==> src/rtl/fft_peak_pkg.sv <==
// Shared definitions for the FFT peak tracker: FSM encoding, default note table
// and the widening absolute-value helper used by the magnitude datapath.
package fft_peak_pkg;

   typedef enum logic [2:0] {
      S_IDLE,
      S_RD_RE,
      S_RD_IM,
      S_CMP,
      S_NOTE,
      S_FIN
   } state_t;

   localparam int DEFAULT_N_NOTES = 6;
   localparam int DEFAULT_BIN_W   = 10;

   // Entry 0 sits in the low bits: 165, 110, 147, 196, 247, 330.
   localparam logic [DEFAULT_N_NOTES*DEFAULT_BIN_W-1:0] DEFAULT_NOTE_TABLE =
      {10'd330, 10'd247, 10'd196, 10'd147, 10'd110, 10'd165};

   // Caller sign-extends into 32 bits first, so the most negative sample negates cleanly.
   function automatic logic [31:0] abs_ext(input logic signed [31:0] v);
      return v[31] ? -v : v;
   endfunction

endpackage

==> src/rtl/fft_peak_tracker_nearest_note.sv <==
// Sequential nearest-note search: walks the note table one entry per cycle and
// keeps the closest entry (lowest index wins ties) plus its signed bin offset.
module nearest_note #(
   parameter int N_NOTES = 6,
   parameter int BIN_W   = 10,
   parameter int NOTE_W  = 3
) (
   input  logic                     clk,
   input  logic                     rst_n,
   input  logic                     i_start,
   input  logic                     i_abort,
   input  logic [N_NOTES*BIN_W-1:0] i_table,
   input  logic [BIN_W-1:0]         i_bin,
   output logic                     o_last,
   output logic [NOTE_W-1:0]        o_note,
   output logic signed [BIN_W:0]    o_diff
);

   logic [BIN_W-1:0]      w_entry [N_NOTES];
   logic signed [BIN_W:0] w_diff;
   logic [BIN_W:0]        w_dist;
   logic                  r_run;
   logic [NOTE_W-1:0]     r_k;
   logic [BIN_W:0]        r_min;
   logic [NOTE_W-1:0]     r_note;
   logic signed [BIN_W:0] r_diff;

   genvar gi;
   generate
      for (gi = 0; gi < N_NOTES; gi++) begin : g_entry
         assign w_entry[gi] = i_table[gi*BIN_W +: BIN_W];
      end
   endgenerate

   assign w_diff = $signed({1'b0, w_entry[r_k]}) - $signed({1'b0, i_bin});
   assign w_dist = (w_diff < 0) ? -w_diff : w_diff;
   assign o_last = r_run && (r_k == NOTE_W'(N_NOTES - 1));
   assign o_note = r_note;
   assign o_diff = r_diff;

   // Running minimum starts at all-ones, above any reachable distance, so entry 0 always seeds it.
   always_ff @(posedge clk or posedge rst_n) begin
      if (rst_n) begin
         r_run  <= 1'b0;
         r_k    <= '0;
         r_min  <= '1;
         r_note <= '0;
         r_diff <= '0;
      end else if (i_abort) begin
         r_run <= 1'b0;
      end else if (i_start) begin
         r_run <= 1'b1;
         r_k   <= '0;
         r_min <= '1;
      end else if (r_run) begin
         if (w_dist < r_min) begin
            r_min  <= w_dist;
            r_note <= r_k;
            r_diff <= w_diff;
         end
         if (o_last) r_run <= 1'b0;
         else        r_k   <= r_k + 1'b1;
      end
   end

endmodule

==> src/rtl/fft_peak_tracker.sv <==
// Scans a bin window of a split re/im FFT memory, tracks the largest |re|+|im|,
// gates it against a threshold and reports the nearest note-table entry.
module fft_peak_tracker
   import fft_peak_pkg::*;
#(
   parameter int DATA_W    = 10,
   parameter int ADDR_W    = 11,
   parameter int IM_OFFSET = 1024,
   parameter int BIN_LO    = 20,
   parameter int BIN_HI    = 511,
   parameter int BIN_W     = 10,
   parameter int N_NOTES   = 6,
   parameter int MEM_LAT   = 2
) (
   input  logic                         clk,
   input  logic                         rst_n,
   input  logic                         start,
   input  logic                         abort,
   input  logic [DATA_W:0]              mag_thresh,
   input  logic [N_NOTES*BIN_W-1:0]     note_table,
   input  logic signed [DATA_W-1:0]     data_in,
   output logic [ADDR_W-1:0]            mem_addr,
   output logic                         busy,
   output logic                         done,
   output logic                         valid,
   output logic [BIN_W-1:0]             peak_bin,
   output logic [DATA_W:0]              peak_mag,
   output logic [$clog2(N_NOTES)-1:0]   note,
   output logic signed [BIN_W:0]        difference
);

   localparam int NOTE_W = $clog2(N_NOTES);
   localparam int WAIT_W = (MEM_LAT > 1) ? $clog2(MEM_LAT) : 1;
   localparam int MAG_W  = DATA_W + 1;

   state_t                   r_state;
   logic [BIN_W-1:0]         r_bin, r_best_bin, r_peak_bin;
   logic [WAIT_W-1:0]        r_wait;
   logic signed [DATA_W-1:0] r_re, r_im;
   logic [MAG_W-1:0]         r_best_mag, r_peak_mag;
   logic [ADDR_W-1:0]        r_mem_addr;
   logic                     r_busy, r_done, r_valid;
   logic [NOTE_W-1:0]        r_note;
   logic signed [BIN_W:0]    r_diff;

   logic [MAG_W-1:0]         w_mag;
   logic                     w_wait_done, w_last_bin, w_nn_start, w_nn_last;
   logic [NOTE_W-1:0]        w_nn_note;
   logic signed [BIN_W:0]    w_nn_diff;

   assign w_mag       = MAG_W'(abs_ext(32'(r_re))) + MAG_W'(abs_ext(32'(r_im)));
   assign w_wait_done = (r_wait == WAIT_W'(MEM_LAT - 1));
   assign w_last_bin  = (r_bin == BIN_W'(BIN_HI));
   assign w_nn_start  = (r_state == S_CMP) && w_last_bin && !abort;

   nearest_note #(
      .N_NOTES (N_NOTES),
      .BIN_W   (BIN_W),
      .NOTE_W  (NOTE_W)
   ) u_nearest_note (
      .clk     (clk),
      .rst_n   (rst_n),
      .i_start (w_nn_start),
      .i_abort (abort),
      .i_table (note_table),
      .i_bin   (r_best_bin),
      .o_last  (w_nn_last),
      .o_note  (w_nn_note),
      .o_diff  (w_nn_diff)
   );

   always_ff @(posedge clk or posedge rst_n) begin
      if (rst_n) begin
         r_state    <= S_IDLE;
         r_bin      <= '0;
         r_best_bin <= '0;
         r_best_mag <= '0;
         r_wait     <= '0;
         r_re       <= '0;
         r_im       <= '0;
         r_mem_addr <= '0;
         r_busy     <= 1'b0;
         r_done     <= 1'b0;
         r_valid    <= 1'b0;
         r_peak_bin <= '0;
         r_peak_mag <= '0;
         r_note     <= '0;
         r_diff     <= '0;
      end else begin
         r_done <= 1'b0;
         if (abort && r_state != S_IDLE) begin
            r_state <= S_IDLE;
            r_busy  <= 1'b0;
         end else begin
            case (r_state)
               S_IDLE: if (start && !abort) begin
                  r_mem_addr <= ADDR_W'(BIN_LO);
                  r_bin      <= BIN_W'(BIN_LO);
                  r_best_bin <= BIN_W'(BIN_LO);
                  r_best_mag <= '0;
                  r_wait     <= '0;
                  r_busy     <= 1'b1;
                  r_state    <= S_RD_RE;
               end
               S_RD_RE: if (w_wait_done) begin
                  r_re       <= data_in;
                  r_mem_addr <= ADDR_W'(r_bin) + ADDR_W'(IM_OFFSET);
                  r_wait     <= '0;
                  r_state    <= S_RD_IM;
               end else begin
                  r_wait <= r_wait + 1'b1;
               end
               S_RD_IM: if (w_wait_done) begin
                  r_im    <= data_in;
                  r_wait  <= '0;
                  r_state <= S_CMP;
               end else begin
                  r_wait <= r_wait + 1'b1;
               end
               S_CMP: begin
                  // Strict compare keeps the lowest bin on equal magnitudes.
                  if (w_mag > r_best_mag) begin
                     r_best_mag <= w_mag;
                     r_best_bin <= r_bin;
                  end
                  if (w_last_bin) begin
                     r_state <= S_NOTE;
                  end else begin
                     r_bin      <= r_bin + 1'b1;
                     r_mem_addr <= ADDR_W'(r_bin) + 1'b1;
                     r_state    <= S_RD_RE;
                  end
               end
               S_NOTE: if (w_nn_last) r_state <= S_FIN;
               S_FIN: begin
                  r_peak_bin <= r_best_bin;
                  r_peak_mag <= r_best_mag;
                  if (r_best_mag >= mag_thresh) begin
                     r_valid <= 1'b1;
                     r_note  <= w_nn_note;
                     r_diff  <= w_nn_diff;
                  end else begin
                     r_valid <= 1'b0;
                     r_note  <= '0;
                     r_diff  <= '0;
                  end
                  r_done  <= 1'b1;
                  r_busy  <= 1'b0;
                  r_state <= S_IDLE;
               end
               default: r_state <= S_IDLE;
            endcase
         end
      end
   end

   assign mem_addr   = r_mem_addr;
   assign busy       = r_busy;
   assign done       = r_done;
   assign valid      = r_valid;
   assign peak_bin   = r_peak_bin;
   assign peak_mag   = r_peak_mag;
   assign note       = r_note;
   assign difference = r_diff;

endmodule

==> config.mk <==
export PLATFORM = sky130hd
export DESIGN_NAME = fft_peak_tracker
export DESIGN_NICKNAME = d
export VERILOG_FILES = /design/src/rtl/fft_peak_pkg.sv /design/src/rtl/fft_peak_tracker_nearest_note.sv /design/src/rtl/fft_peak_tracker.sv
export SDC_FILE = /design/constraint.sdc
export NUM_CORES = 1
export LEC_CHECK = 0
export BUFFER_PORTS_ARGS = -buffer_cell sky130_fd_sc_hd__buf_4
export CAP_MARGIN = 20
export CELL_PAD_IN_SITES_DETAIL_PLACEMENT = 2
export CELL_PAD_IN_SITES_GLOBAL_PLACEMENT = 2
export CORE_ASPECT_RATIO = 0.8
export CORE_MARGIN = 4
export CORE_UTILIZATION = 38
export CTS_CLUSTER_DIAMETER = 40
export CTS_CLUSTER_SIZE = 20
export DETAILED_ROUTE_END_ITERATION = 6
export GPL_TIMING_DRIVEN = 0
export HOLD_SLACK_MARGIN = 0.1
export MAX_ROUTING_LAYER = met4
export PLACE_DENSITY = 0.87
export SETUP_SLACK_MARGIN = 0.3
export SYNTH_ARGS = -nofsm -noshare
export SYNTH_HDL_FRONTEND = slang
export SYNTH_HIERARCHICAL = 1
export SYNTH_SLANG_ARGS = --single-unit
export TNS_END_PERCENT = 30
==> constraint.sdc <==
create_clock -name clk -period 7.64 [get_ports clk]
set_clock_uncertainty 0.15 [all_clocks]
set_input_delay 0.764 -clock clk [delete_from_list [all_inputs] [get_ports clk]]
set_output_delay 0.764 -clock clk [all_outputs]
set_load 0.01 [all_outputs]
# == Word level (Yosys, flattened, before mapping) ==
# Index checks and enable logic that the tools add are counted.
# op_classes
add_sub_neg,10
n_lt_le_gt_ge,5
eq_ne,16
muxes,46
n_bitwise,4
n_reduce_logical,27
# ops
operator,count
11-bit two-way mux,12
10-bit two-way mux,5
10-bit one-hot mux with 2 select lines,2
11-bit one-hot mux with 3 select lines,1
10-bit binary-select mux with 3-bit select,1
3-bit two-way mux,10
10-bit negation with 11-bit output,2
11-bit one-hot mux with 2 select lines,1
4-bit AND reduction,4
3-bit one-hot mux with 5 select lines,1
3-bit AND reduction,5
10-bit by 1-bit adder with 11-bit output (second input constant),1
10-bit by 11-bit adder with 11-bit output (second input constant),1
11-bit adder,1
11-bit >= comparator,1
11-bit greater-than comparator,1
11-bit by 1-bit less-than comparator with 1-bit output (second input constant),1
11-bit less-than comparator,1
1-bit two-way mux,11
11-bit negation,1
10-bit by 10-bit subtractor with 11-bit output,1
10-bit by 1-bit adder with 10-bit output (second input constant),1
10-bit by 9-bit equality test with 1-bit output (second input constant),1
3-bit equality test (second input constant),3
other kinds (20),39
# word_totals
reg_bits,133
output_inout_bits,49

# == Logic depth before layout (Yosys ltp) ==
# depth
depth_word,11
mapped_depth,23
mapped_depth_nobuf,20

# == Hierarchy ==
# Netlist, hierarchy kept.
# modules_own_cells
module,instances,cells_per_inst,area_each_um2,seq_area_each_um2
fft_peak_tracker,1,630,5734.2,2602.5
nearest_note,1,260,2502.4,739.5

# == Worst setup path before layout ==
# No wires, ideal clock.
# synth_path
kind,flip-flop to flip-flop
start,reg u_nearest_note.r_k[0]
end,"reg u_nearest_note.r_note[0], in the netlist u_nearest_note/o_note[0]"
setup_ns,0.125
t_arrival_ns,4.940
setup_slack_ns,2.426
stages_incl_launch_ff,22
n_path_buf,4
synth_period_minus_slack_ns,5.214
path_cell_list,dfrtp_1 -> clkbuf_1 -> buf_2 -> mux4_2 -> a21oi_1 -> ha_1 -> inv_1 -> fa_1 -> a21o_1 -> a221oi_4 -> o21ai_1 -> a21o_1 -> buf_6 -> nor2_1 -> xor2_1 -> ha_1 -> a211oi_1 -> o21ai_0 -> o2111ai_1 -> nand3_1 -> clkbuf_1 -> mux2_2
# synth_via
elab_chain_cells,9
elab_cells_between_ends,10
# synth_rtl
element,line_no,text
from (decl),fft_peak_tracker_nearest_note.sv:23,logic [NOTE_W-1:0] r_k;
from (signal assigned),fft_peak_tracker_nearest_note.sv:62,else r_k <= r_k + 1'b1;
3-bit inverter with 4-bit output (not written as such),fft_peak_tracker_nearest_note.sv:35,"assign w_diff = $signed({1'b0, w_entry[r_k]}) - $signed({1'b0, i_bin});"
10-bit binary-select mux with 3-bit select,fft_peak_tracker_nearest_note.sv:35,
10-bit two-way mux (not written as such) (2 in a row),fft_peak_tracker_nearest_note.sv:35,
10-bit by 10-bit subtractor with 11-bit output,fft_peak_tracker_nearest_note.sv:35,
11-bit negation or 11-bit by 1-bit less-than comparator with 1-bit output (tied branches),fft_peak_tracker_nearest_note.sv:36,assign w_dist = (w_diff < 0) ? -w_diff : w_diff;
11-bit two-way mux,fft_peak_tracker_nearest_note.sv:36,
11-bit less-than comparator,fft_peak_tracker_nearest_note.sv:56,if (w_dist < r_min) begin
4-bit AND reduction (no source line),-,
to (signal assigned),fft_peak_tracker_nearest_note.sv:58,r_note <= r_k;
to (decl),fft_peak_tracker_nearest_note.sv:25,logic [NOTE_W-1:0] r_note;
# Parallel ways exist; a longest one is shown, timed or not. The select of a mux whose other input is x is not followed.
# A chain may end at the register's enable or synchronous reset.

# == Worst setup path after layout ==
# Ends and elaborated chain as after synthesis.

==> impl_metrics.yaml <==
logic_synthesis:
  synth_compound_area_frac: 0.1571
  synth_nets: 1035
  avgSynthCellArea_sq_um: 9.255
  synth_cell_types: 69
  async_reset_ff_frac: 1.000
  synth-seq-cells: 133
  yosys.area_share.simple: 0.1621
  yosys.area_share.adder: 0.09297
  ys.flop_type: "dfrtp_1"
  synth_top_family_by_area: "simple AND/OR/NAND/NOR gates"
  synthMuxAreaShare: 0.07626
  synth_cells: 890
  syn-cell-area_sq_um: 8237
  ys_seq_area_frac: 0.4057
  synth_edf_count: 0
  yosys.area_share.xor_xnor: 0.04983
  yosysWarningCount: 6
cells_and_area:
  register_area_sq_um: 3342
  multiInputGateArea_sq_um: 4433
  nFillCells: 2255
  nNetsFinal: 1189
  synthToLayoutAreaGrowth_pct: 24.12
  diodes: 0
  drive_gt1_frac: 0.2384
  final_area_sq_um: 10220
run:
  cap_violations: 0
pwr:
  swShare: 0.4209
  p_switching_mw: 1.391
  internal_power_mw: 1.914
  p_seq_frac: 0.271
  leakage_nw: 4.741
  clkPwrFrac: 0.258
  p_comb_frac: 0.471
  finalPower_mw: 3.305
  p_per_area_nw_per_um2: 323.3
  vdd_ir_drop_max_mv: 0.1497
sta:
  period_share: 0.8545
  final_max_slew_viol_count: 0
  fin_crit_ps: 6529
  fmax_mhz: 153.2
  max_slew_margin: 0.3643
  fin_setup_tns_ps: 0
  tightest_slew_ps: 950.3
  setup_ws_ps: 1111
  hold_viol: 0
  rsz0062_at_grt: "false"
  setup_viol: 0
clock_network:
  cts_tree: "built"
  clkTransAtPathRegs_ps: 70
  cts_sinks: 133
  cts_resized: 0
  ctsRootBufferMaster: "clkbuf_16"
  ctsHoldBuffers: 0
  clock_latency_ps: 430
  htreeDepth: 4
  post_cts_buffers: 0
  clock_tree.buffer_depth: 2
  cts_buffers: 17
drt:
  drtIter0Drc: 372
  via_count: 7432
  finalWirelength_mm: 29.62
  antenna_left: 0
  drt_pass1_iterations: 5
  wl_per_cell_um: 22.33
  viasPerCell: 5.605
  drcViolationCount: 0
worst_setup_path:
  cp.arrival_ps: 6680
  max_stage_delay_ps: 670
  critPathCaptureType: "flop"
  start_kind: "flop"
  path_class: "flop to flop"
  path_buf_inv: 4
  crit_family: "buffers and inverters"
  crit_path_frequent_cell: "clkbuf_1"
  cp.required_ps: 7790
  cp_max_fo: 10
  slowest_stage: "clkbuf_1"
  cp_cell_sequence: "clkbuf_1, buf_2, clkbuf_1, mux2i_1, o21ai_0, ha_1, xnor2_1, nand2_1, nor4_2, a31oi_1, xnor2_1, ha_1, a211oi_1, o21ai_0, o2111ai_1, nand3_1, clkbuf_1, mux2_2"
die:
  die_x_um: 172.6
  core-area_sq_um: 20990
  ios: 134
  initial_core_util: 0.3923
  die_area_sq_um: 24110
  die_h_um: 139.7
  fp-row-count: 47
min_path:
  hold_path_class: "input pin to async pin"
place:
  place_worst_setup_slack_ps: 1187
  detailed_place.area_sq_um: 9629
  numPortBuffers: 133
  place_congestion: 0.8140
  hpwl_mm: 21.41
grt:
  globalRouteOverflowTotal: 0
  grt_max_degree: 68
  grt_util_met2: 0.4185
  grt_pass1_vias: 8418
  antenna_found_initial: 0
  met3_usage: 0.04854
  grt.total_usage: 0.2545
  gr-usage-met1: 0.3259
  grt_pass1_wl_mm: 47.56
  grt.busiest_layer: "met2"
run_status:
  status: "complete, no violations"
[routing by layer]
metal  vias up  part of all wire
met4         0             0.020
met2       196              0.48
met1      3808              0.46
li1       3388                 -
met3        40             0.042
met5         -                 0
[power by group through the flow]
stage          clock network [mW]  registers, mW  logic [mW]
3_3_place_gp                    0          0.891        1.38
5_1_grt                     0.894          0.907        1.73
6_report                    0.853          0.897        1.56
4_1_cts                     0.864          0.893        1.55
3_5_place_dp                    0          0.902        1.48
2_1_floorplan                   0          0.878        1.04
[metrics by stage]
step	instances	hold slack, ps	util
2_1_floorplan	890	299.7	-
3_3_place_gp	1292	313.4	0.4559
3_5_place_dp	1294	325.6	0.4587
4_1_cts	1326	219.9	0.4870
5_1_grt	1326	230.4	0.4870
6_report	1326	220.4	0.4870
[kinds of logic (layout without fill, tap and decap cells)]
logic type,count (synthesis),count (layout)
multiplexers,47,47
buffers and inverters,108,275
flip-flops,133,133
adder cells (fa/ha/maj),60,60
XOR/XNOR,46,46
AND/OR/NAND/NOR,295,295
AO/OA/AOI/OAI,201,201
[cell usage after synthesis (all sizes together), types with 13 or more instances]
cell    count  area share
a21oi      38       0.024
nor2       46       0.021
o21ai      83       0.050
ha         58       0.088
xor2       13       0.015
nand2     178       0.081
clkbuf     17      0.0077
buf        24       0.018
nand3      15      0.0091
o31ai      21       0.021
o22a       13       0.014
xnor2      33       0.035
mux2       26       0.036
inv        66       0.030
dfrtp     122        0.37
[registers in the layout (all words and copies together), names as in the netlist, 3 cells and up]
signal	count
r_re	10
peak_mag	11
difference	11
mem_addr	11
r_best_mag	11
u_nearest_note/o_note	3
u_nearest_note/r_min	11
r_im	10
peak_bin	10
r_state	3
u_nearest_note/r_k	3
r_bin	10
u_nearest_note/o_diff	11
note	3
r_best_bin	10
[worst register-to-register path, delay by kind of cell, from the launching register on]
family / cells / cell delay, ps
DFF: 1 / 440
adders and majority gates: 2 / 680
muxes: 2 / 600
buffers and inverters: 4 / 1740
and+or+nand+nor: 3 / 1010
xor gates and xnor gates: 2 / 860
AOI/OAI and AO/OA: 5 / 910
[area by class of cell]
class | count | area share
multi-input cells | 649 | 0.4336
inverters | 67 | 0.02484
repair buffers | 135 | 0.1030
clock buffers | 18 | 0.04198
flip-flops and latches | 133 | 0.3269
plain buffers | 41 | 0.02056
clock inverters | 14 | 0.01615
well taps | 269 | 0.03292
[cells in the final DEF, fill, tap and decap left out, types with 7 or more instances in the layout]
cell type / instances
a21o_1: 9
a21oi_1: 37
buf_2: 12
buf_4: 136
clkbuf_1: 18
clkbuf_16: 17
dfrtp_1: 122
dfstp_2: 11
ha_1: 58
inv_1: 65
mux2_2: 25
mux2i_1: 11
mux4_2: 10
nand2_1: 178
nand2b_1: 9
nand3_1: 15
nand4_1: 7
nor2_1: 45
nor3_1: 7
o21ai_0: 72
o21ai_1: 11
o22a_1: 13
o31ai_1: 18
xnor2_1: 33
xor2_1: 12
[path summary, 6_finish.rpt]
| check | startpoint | end | slack [ps] | depth (start not counted) |
|---|---|---|---|---|
| min in group clk | peak_mag[10] | peak_mag[10] | 330 | 2 |
| max in group asynchronous | rst_n | r_best_bin[5] | 6300 | 3 |
| worst max register to register | u_nearest_note/r_k[0] | u_nearest_note/o_note[0] | 1110 | 18 |
| worst max-delay path | u_nearest_note/r_k[0] | u_nearest_note/o_note[0] | 1110 | 18 |
| worst min-delay path | rst_n | u_nearest_note/o_diff[1] | 220 | 2 |
| worst min register to register | peak_mag[10] | peak_mag[10] | 330 | 2 |
Note: power is estimated with default switching activity, not from simulation.
